===== src/rtl/muldiv_unit.sv =====
// muldiv_unit: iterative RV32M multiply/divide engine.
//   Multiply uses radix-2 shift-add and divide uses a restoring divider.
//   Both work on operand magnitudes through one shared adder, and FIX
//   restores the signs afterwards.
//   FIX has two phases: negate, then select and register the result.
//   The full latency is therefore start edge E0 -> done in the cycle after E0+XLEN+2.
// Ports:
//   clk    in   rising-edge clock
//   reset  in   asynchronous active-high reset; aborts any operation
//   start  in   launch request (accepted in IDLE or DONE)
//   func3  in   MUL/MULH/MULHSU/MULHU/DIV/DIVU/REM/REMU select
//   a, b   in   rs1 / rs2 operands
//   busy   out  high in CALC and FIX
//   done   out  one-cycle pulse when result is valid
//   result out  operation result, held until the next done
// Optional macro MULDIV_EARLY_OUT_EN: b==0, or a multiply with a==0, skips CALC.
module muldiv_unit #(
  parameter int XLEN = 32
) (
  input  logic            clk,
  input  logic            reset,
  input  logic            start,
  input  logic [2:0]      func3,
  input  logic [XLEN-1:0] a,
  input  logic [XLEN-1:0] b,
  output logic            busy,
  output logic            done,
  output logic [XLEN-1:0] result
);

  localparam int CW = $clog2(XLEN) + 1;

  typedef enum logic [1:0] {IDLE, CALC, FIX, DONE} state_t;

  state_t          state_q;
  logic [CW-1:0]   count_q;
  logic            fix_q;
  logic [2:0]      op_q;
  logic            sa_q, sb_q, bz_q;
  logic [XLEN-1:0] mb_q, hi_q, lo_q;
  logic            busy_q, done_q;
  logic [XLEN-1:0] result_q;

  // Operand decode for capture
  logic            a_signed, b_signed, sa_d, sb_d, skip_d, accept;
  logic [XLEN-1:0] ma_d, mb_d;

  always_comb begin
    a_signed = (func3 != 3'b011) && (func3 != 3'b101) && (func3 != 3'b111);
    b_signed = (func3 == 3'b000) || (func3 == 3'b001) ||
               (func3 == 3'b100) || (func3 == 3'b110);
    sa_d     = a_signed & a[XLEN-1];
    sb_d     = b_signed & b[XLEN-1];
    ma_d     = sa_d ? (~a + 1'b1) : a;
    mb_d     = sb_d ? (~b + 1'b1) : b;
    accept   = start && ((state_q == IDLE) || (state_q == DONE));
  end

`ifdef MULDIV_EARLY_OUT_EN
  assign skip_d = (b == '0) || (!func3[2] && (a == '0));
`else
  assign skip_d = 1'b0;
`endif

  // Shared adder. Multiply: hi + |b|. Divide: {rem,msb} - |b| done as
  // XLEN+1 bit add of the complement; the carry out means "no borrow".
  logic [XLEN:0]   shifted, add_x, add_y;
  logic            add_ci;
  logic [XLEN+1:0] add_s;

  always_comb begin
    shifted = {hi_q, lo_q[XLEN-1]};
    if (op_q[2]) begin
      add_x  = shifted;
      add_y  = ~{1'b0, mb_q};
      add_ci = 1'b1;
    end else begin
      add_x  = {1'b0, hi_q};
      add_y  = {1'b0, mb_q};
      add_ci = 1'b0;
    end
    add_s = {1'b0, add_x} + {1'b0, add_y} + {{(XLEN+1){1'b0}}, add_ci};
  end

  always_ff @(posedge clk or posedge reset) begin
    if (reset) begin
      state_q  <= IDLE;
      count_q  <= '0;
      fix_q    <= 1'b0;
      op_q     <= '0;
      sa_q     <= 1'b0;
      sb_q     <= 1'b0;
      bz_q     <= 1'b0;
      mb_q     <= '0;
      hi_q     <= '0;
      lo_q     <= '0;
      busy_q   <= 1'b0;
      done_q   <= 1'b0;
      result_q <= '0;
    end else begin
      done_q <= 1'b0;
      if (accept) begin
        op_q    <= func3;
        sa_q    <= sa_d;
        sb_q    <= sb_d;
        bz_q    <= (b == '0);
        mb_q    <= mb_d;
        count_q <= '0;
        fix_q   <= 1'b0;
        busy_q  <= 1'b1;
        state_q <= skip_d ? FIX : CALC;
        // Early-out preloads what the full iteration would have produced:
        // divide by zero -> quotient all ones, remainder |a|; multiply -> 0.
        if (skip_d) begin
          hi_q <= func3[2] ? ma_d : '0;
          lo_q <= func3[2] ? '1 : '0;
        end else begin
          hi_q <= '0;
          lo_q <= ma_d;
        end
      end else begin
        case (state_q)
          IDLE: ;
          CALC: begin
            if (op_q[2]) begin
              hi_q <= add_s[XLEN+1] ? add_s[XLEN-1:0] : shifted[XLEN-1:0];
              lo_q <= {lo_q[XLEN-2:0], add_s[XLEN+1]};
            end else if (lo_q[0]) begin
              {hi_q, lo_q} <= {add_s[XLEN:0], lo_q[XLEN-1:1]};
            end else begin
              {hi_q, lo_q} <= {1'b0, hi_q, lo_q[XLEN-1:1]};
            end
            count_q <= count_q + CW'(1);
            if (count_q == CW'(XLEN - 1)) state_q <= FIX;
          end
          FIX: begin
            if (!fix_q) begin
              fix_q <= 1'b1;
              if (!op_q[2]) begin
                if (sa_q ^ sb_q) {hi_q, lo_q} <= ~{hi_q, lo_q} + 1'b1;
              end else begin
                // Divide by zero keeps the all-ones quotient regardless of signs.
                if ((sa_q ^ sb_q) && !bz_q) lo_q <= ~lo_q + 1'b1;
                if (sa_q) hi_q <= ~hi_q + 1'b1;
              end
            end else begin
              result_q <= ((op_q == 3'b000) || (op_q[2:1] == 2'b10)) ? lo_q : hi_q;
              busy_q   <= 1'b0;
              done_q   <= 1'b1;
              state_q  <= DONE;
            end
          end
          DONE:    state_q <= IDLE;
          default: state_q <= IDLE;
        endcase
      end
    end
  end

  assign busy   = busy_q;
  assign done   = done_q;
  assign result = result_q;

endmodule


===== config.mk =====
export PLATFORM = sky130hd
export DESIGN_NAME = muldiv_unit
export DESIGN_NICKNAME = d
export VERILOG_FILES = /design/src/rtl/muldiv_unit.sv
export SDC_FILE = /design/constraint.sdc
export NUM_CORES = 1
export LEC_CHECK = 0
export ABC_AREA = 1
export ABC_CLOCK_PERIOD_IN_PS = 10650
export BUFFER_PORTS_ARGS = -buffer_cell sky130_fd_sc_hd__buf_2
export CORE_MARGIN = 5
export CORE_UTILIZATION = 65
export DETAILED_ROUTE_END_ITERATION = 8
export PLACE_DENSITY = 0.9
export SYNTH_ARGS = -nofsm -noshare
export SYNTH_HDL_FRONTEND = slang
export SYNTH_SLANG_ARGS = --single-unit
export TNS_END_PERCENT = 20

===== constraint.sdc =====
create_clock -name clk -period 10.65 [get_ports clk]
set_clock_uncertainty 0.15 [all_clocks]
set_input_delay 0.5325 -clock clk [delete_from_list [all_inputs] [get_ports clk]]
set_output_delay 0.5325 -clock clk [all_outputs]
set_load 0.02 [all_outputs]

# Word level (Yosys, flattened, before mapping)
# Cells that the tools add are included.
[op_classes] n_addsub=8 eq_ne=17 n_mux=37 bitwise=10 reduce_logical=24
[ops] op="2-to-1 mux 32 bit" count=18
[ops] op="adder 32 x 1 -> 32 bit, second input constant" count=4
[ops] op="NOT 32 bit" count=4
[ops] op="case mux 32 bit (2 select lines)" count=2
[ops] op="2-to-1 mux 33 bit" count=2
[ops] op="adder 64 x 1 -> 64 bit, second input constant" count=1
[ops] op="NOT 64 bit" count=1
[ops] op="adder 33 x 33 -> 34 bit" count=1
[ops] op="adder 34 x 1 -> 34 bit" count=1
[ops] op="NOT 32 -> 33 bit" count=1
[ops] op="zero test 32 bit" count=1
[ops] op="inequality test 3 bit, second input constant" count=5
[ops] op="2-to-1 mux 6 bit" count=2
[ops] op="inequality test 4 bit, second input constant" count=3
[ops] op="2-to-1 mux 1 bit" count=9
[ops] op="AND reduction 4 bit" count=2
[ops] op="adder 6 x 1 -> 6 bit, second input constant" count=1
[ops] op="equality test 2 bit, second input constant" count=3
[ops] op="equality test 3 bit, second input constant" count=2
[ops] op="equality test 6 x 5 -> 1 bit, second input constant" count=1
[ops] op="zero test 3 bit" count=2
[ops] op="2-to-1 mux 2 bit" count=3
[ops] op="case mux 2 bit (3 select lines)" count=1
[ops] op="AND reduction 3 bit" count=2
[ops] op="14 further kinds" count=24
[word_totals] reg_bits=145 input_bits=70 output_inout_bits=34 wordCells=109

# Depth between registers and ports, before layout
[depth] depth_word=8 mapped_depth=23 ltp_nobuf=21

# Least setup slack after synthesis
# Ideal clock, no wire load.
[synth_timing] path_kind="register -> register" from="reg op_q[2]" to="reg hi_q[1]" setup_time_ns=0.123 arrival_time_ns=3.285 t_required_ns=10.377 setup_slack_ns=7.092 stages_incl_launch_ff=20 path_buffers=4 synth_period_minus_slack_ns=3.558 cell_sequence="dfrtp_1 > inv_2 > buf_2 > clkbuf_1 > clkbuf_1 > buf_1 > a21oi_1 > ha_1 > a21oi_1 > o21ai_1 > a21oi_2 > nand2_1 > nand2_2 > nand3_4 > nor2_2 > nand2_1 > nand3_1 > nand2_1 > nand2_1 > o21ai_1"
[synth_between] elab_chain_cells=7 elab_cells_between_ends=15 cone_classes="add/sub (2); eq/ne (2); mux (10); reduce/logical (1)"
[synth_lines] element="from (decl)" line="38" text="logic [2:0] op_q;"
[synth_lines] element="from (signal assigned)" line="103" text="op_q <= func3;"
[synth_lines] element="2-to-1 mux 33 bit" line="73" text="if (op_q[2]) begin"
[synth_lines] element="adder 33 x 33 -> 34 bit" line="82" text="add_s = {1'b0, add_x} + {1'b0, add_y} + {{(XLEN+1){1'b0}}, add_ci};"
[synth_lines] element="adder 34 x 1 -> 34 bit" line="82"
[synth_lines] element="2-to-1 mux 32 bit, on equally long branches" line="128, 126"
[synth_lines] element="2-to-1 mux 32 bit" line="125" text="if (op_q[2]) begin"
[synth_lines] element="case mux 32 bit (2 select lines)" line="122" text="case (state_q)"
[synth_lines] element="2-to-1 mux 32 bit" line="102" text="if (accept) begin"
[synth_lines] element="to (signal assigned)" line="126" text="hi_q <= add_s[XLEN+1] ? add_s[XLEN-1:0] : shifted[XLEN-1:0];"
[synth_lines] element="to (signal assigned)" line="129" text="{hi_q, lo_q} <= {add_s[XLEN:0], lo_q[XLEN-1:1]};"
[synth_lines] element="to (signal assigned)" line="131" text="{hi_q, lo_q} <= {1'b0, hi_q, lo_q[XLEN-1:1]};"
[synth_lines] element="to (decl)" line="40" text="logic [XLEN-1:0] mb_q, hi_q, lo_q;"
# Several ways; a longest one is shown, not always the timed one. The select of a mux whose other input is x is not followed.
# A chain may end at the register's enable or synchronous reset.

# Worst setup path in the final report
# Same ends and word-level chain as after synthesis.

==> impl_metrics.csv <==
group,metric,value,unit
grt,maximum_number_of_pins_on_one_net_before_global_route_repair,95,
clock_network,cts.reportedPaths.clkPinSlew,0.08,ns
timing,fin_crit_sh,0.4560,
timing,setup_total_negative_slack,0,ns
cells_and_area,final_nets,2508,
critical_path,endpoint_kind,"register",
critical_path,start_to_end_type_of_the_worst_setup_path,"register to register",
drt,final_antenna_net_count,0,
synthesis,synth.ff_latch_count,145,
cells_and_area,fillers,1917,
floorplanning,dieHeight,159.0,um
drt,first_pass_iters,9,
placed_design,gpl_congestion,1.096,
clock_network,worstSkewPairLatency,0.44,ns
synthesis,post_synthesis_net_count,2492,
drt,wl,50410,um
grt,antenna_found_initial,0,
clock_network,root_driver,"sky130_fd_sc_hd__clkbuf_16",
floorplanning,starting_utilization_of_the_core_area,0.6615,
synthesis,synth_warnings,0,
floorplanning,fp-row-count,54,
synthesis,async_reset_ff_frac,1.000,
critical_path,start_kind,"register",
synthesis,syn_inst,2381,
grt,first_global_vias,15150,
cells_and_area,synthToLayoutAreaGrowth,7.419,%
grt,grt_pass1_wl,79480,um
critical_path,rrSetupSlack,5.79,ns
synthesis,ys_seq_area_frac,0.2513,
critical_path,data_arrival_time_of_the_worst_path,5.02,ns
timing,setup_viol,0,
timing,rsz_0062_raised_after_global_routing,"false",
grt,grt_usage,0.3808,
clock_network,post_cts.resized_instances,0,
drt,route.detailed.drc,0,
clock_network,cts_made_buffers,17,
cells_and_area,layoutNonFillerInstCount,2690,
clock_network,cts_sinks,145,
critical_path,critical_path.reg2reg.startpoint,"op_q[2]$_DFFE_PP0P_",
critical_path,worst_setup_path_startpoint,"op_q[2]$_DFFE_PP0P_",
clock_network,cts.repair_timing.setup_buffer_count,0,
timing,final_hold_viol_count,0,
clock_network,hold_buffer_count_at_cts,0,
cells_and_area,layout-drive-gt1-share,0.08423,
critical_path,worst_path_cell_trace,"buf_4, buf_4, nand2_1, o21ai_0, ha_1, nand2_1, nor2_1, nand2_1, nor2_1, nand3_2, nand3_4, nor2_2, nand2_1, nand3_1, nand2_1, nand2_1, o21ai_1",
floorplanning,floorplan.die_area,0.02529,mm^2
timing,final_critical_path_setup_slack,5.794,ns
placed_design,dp.cells,2658,
timing,worstMarginPinSlew,1.120,ns
cells_and_area,multi_input_area,0.009544,mm^2
clock_network,htree_levels,4,
drt,drt_initial_violations,2481,
critical_path,timing.critical_path.slowest_stage_cell,"sky130_fd_sc_hd__buf_4",
placed_design,dp_worst_setup_slack,5.992,ns
timing,worst_slew_margin_rel,0.2524,
outcome,run_status,"completed",
clock_network,cts_tree,"built",
critical_path,worst_r2r_endpoint,"hi_q[1]$_DFFE_PP0P_",
floorplanning,core,0.02182,mm^2
synthesis,predominant_post_synthesis_flop_cell,"sky130_fd_sc_hd__dfrtp_1",
timing,fin_hold_ws,0.07007,ns
critical_path,max_stage_delay,0.78,ns
floorplanning,die_x,159.0,um
synthesis,synth_edf_count,0,
placed_design,port-buffer-count,103,
drt,via_count,16950,
timing,final_critical_path_time_including_i_o_delays_and_setup,4.856,ns
cells_and_area,antennaDiodeCount,0,
synthesis,synth.cell_area,0.01444,mm^2
critical_path,most_used_cell_cp,"sky130_fd_sc_hd__nand2_1",
cells_and_area,regArea,0.003632,mm^2
drt,wire_per_inst,18.74,um
flow_run,cap_violations,0,
critical_path,worstPathRequired,10.81,ns
min_path,min-delay-path-class,"primary input to asynchronous set/reset pin",
floorplanning,io_pins,104,
synthesis,yosys.cell_types.count,55,
grt,gr-total-overflow,0,
placed_design,dp_hpwl,37540,um
critical_path,reg2regPathDepth,17,
clock_network,ctsLongestPathBuffers,2,
timing,fmax,205.9,MHz
critical_path,path_max_fanout,87,
timing,final-max-slew-violation-count,0,
critical_path,timing.critical_path.to,"hi_q[1]$_DFFE_PP0P_",
drt,routed_via_density,6.300,
synthesis,syn-mean-instance-area,6.063,um^2
[state kept, by name, indices dropped and copies added (netlist names), 2 cells and up]
signal   count
mb_q        32
lo_q        32
state_q      2
result      32
count_q      6
op_q         3
hi_q        32
[per-stage QoR]
stage                       util  cell area (um^2)
after floorplan                -             14440
after global placement    0.6832             14910
after detailed placement  0.6832             14910
after CTS                 0.7106             15510
after global routing      0.7106             15510
final                     0.7106             15510
[kinds of logic (layout without fill, tap and decap cells)]
logic type,Yosys count,count (layout),share of synthesized area
xor gates and xnor gates,116,116,0.07038
and+or+nand+nor,1247,1247,0.3606
AOI/OAI and AO/OA,508,508,0.1931
buffers and inverters,324,353,0.08849
DFF,145,145,0.2513
adders and majority gates,41,41,0.03605
[layout make-up]
type | instances | area share
Tap cell | 280 | 0.02259
Clock inverter | 14 | 0.01025
Clock buffer | 18 | 0.02832
Multi-Input combinational cell | 1912 | 0.6155
Timing Repair Buffer | 114 | 0.03857
Sequential cell | 145 | 0.2342
Inverter | 207 | 0.05059
[cells in the mapped netlist, types with 5 or more instances]
master | instances | share of area
sky130_fd_sc_hd__nand2_1 | 691 | 0.18
sky130_fd_sc_hd__nor2_1 | 302 | 0.079
sky130_fd_sc_hd__a21oi_1 | 197 | 0.068
sky130_fd_sc_hd__inv_1 | 192 | 0.050
sky130_fd_sc_hd__o21ai_0 | 170 | 0.059
sky130_fd_sc_hd__dfrtp_1 | 145 | 0.25
sky130_fd_sc_hd__nand3_1 | 133 | 0.046
sky130_fd_sc_hd__xor2_1 | 100 | 0.061
sky130_fd_sc_hd__clkbuf_1 | 70 | 0.018
sky130_fd_sc_hd__a31oi_1 | 43 | 0.019
sky130_fd_sc_hd__ha_1 | 40 | 0.035
sky130_fd_sc_hd__o21ai_1 | 34 | 0.012
sky130_fd_sc_hd__nand4_1 | 32 | 0.014
sky130_fd_sc_hd__nor3_1 | 29 | 0.010
sky130_fd_sc_hd__buf_1 | 21 | 0.0055
sky130_fd_sc_hd__buf_2 | 19 | 0.0066
sky130_fd_sc_hd__xnor2_1 | 16 | 0.0097
sky130_fd_sc_hd__inv_2 | 13 | 0.0034
sky130_fd_sc_hd__nor2_2 | 13 | 0.0056
sky130_fd_sc_hd__o211ai_1 | 13 | 0.0068
sky130_fd_sc_hd__nand3b_1 | 10 | 0.0052
sky130_fd_sc_hd__a22oi_1 | 9 | 0.0047
sky130_fd_sc_hd__nor4_1 | 7 | 0.0030
sky130_fd_sc_hd__o31ai_1 | 7 | 0.0036
sky130_fd_sc_hd__o21a_1 | 6 | 0.0031
sky130_fd_sc_hd__a32oi_1 | 5 | 0.0030
[critical path: cells and delay by family, from the launching register on]
family | cells | cell delay [ns]
buffers and inverters | 2 | 1.50
AOI/OAI and AO/OA | 2 | 0.29
adders and majority gates | 1 | 0.30
and+or+nand+nor | 12 | 2.06
DFF | 1 | 0.42
[worst min path at each step]
stage	to	slack (ns)	cells after the start
2_1_floorplan	bz_q$_DFFE_PP0P_	0.30	2
3_3_place_gp	mb_q[4]$_DFFE_PP0P_	0.34	2
3_5_place_dp	mb_q[25]$_DFFE_PP0P_	0.34	2
4_1_cts	result[13]$_DFFE_PP0P_	0.10	2
5_1_grt	result[13]$_DFFE_PP0P_	0.13	2
6_report	result[13]$_DFFE_PP0P_	0.07	2
[routing by layer]
| metal | track usage | vias up | wire [um] |
|---|---|---|---|
| met5 | 0 | - | 0 |
| met4 | 0.1326 | 0 | 2130 |
| met3 | 0.09164 | 215 | 6443 |
| met2 | 0.5787 | 1167 | 21600 |
| met1 | 0.5330 | 7692 | 20240 |
| li1 | - | 7874 | - |
[placed cells by master, fill, tap and decap left out, types with 32 or more instances in the layout]
cell and instances:
sky130_fd_sc_hd__dfrtp_1 144, sky130_fd_sc_hd__o21ai_0 170, sky130_fd_sc_hd__a21oi_1 196, sky130_fd_sc_hd__nand2_1 691, sky130_fd_sc_hd__xor2_1 100, sky130_fd_sc_hd__a31oi_1 43, sky130_fd_sc_hd__ha_1 39, sky130_fd_sc_hd__buf_2 103
sky130_fd_sc_hd__inv_1 191, sky130_fd_sc_hd__nor2_1 301, sky130_fd_sc_hd__o21ai_1 34, sky130_fd_sc_hd__nand3_1 133, sky130_fd_sc_hd__nand4_1 32
Power is left out: the tool's default activity adds up to more than one toggle a clock period on the data nets, which glitch-free logic cannot reach.
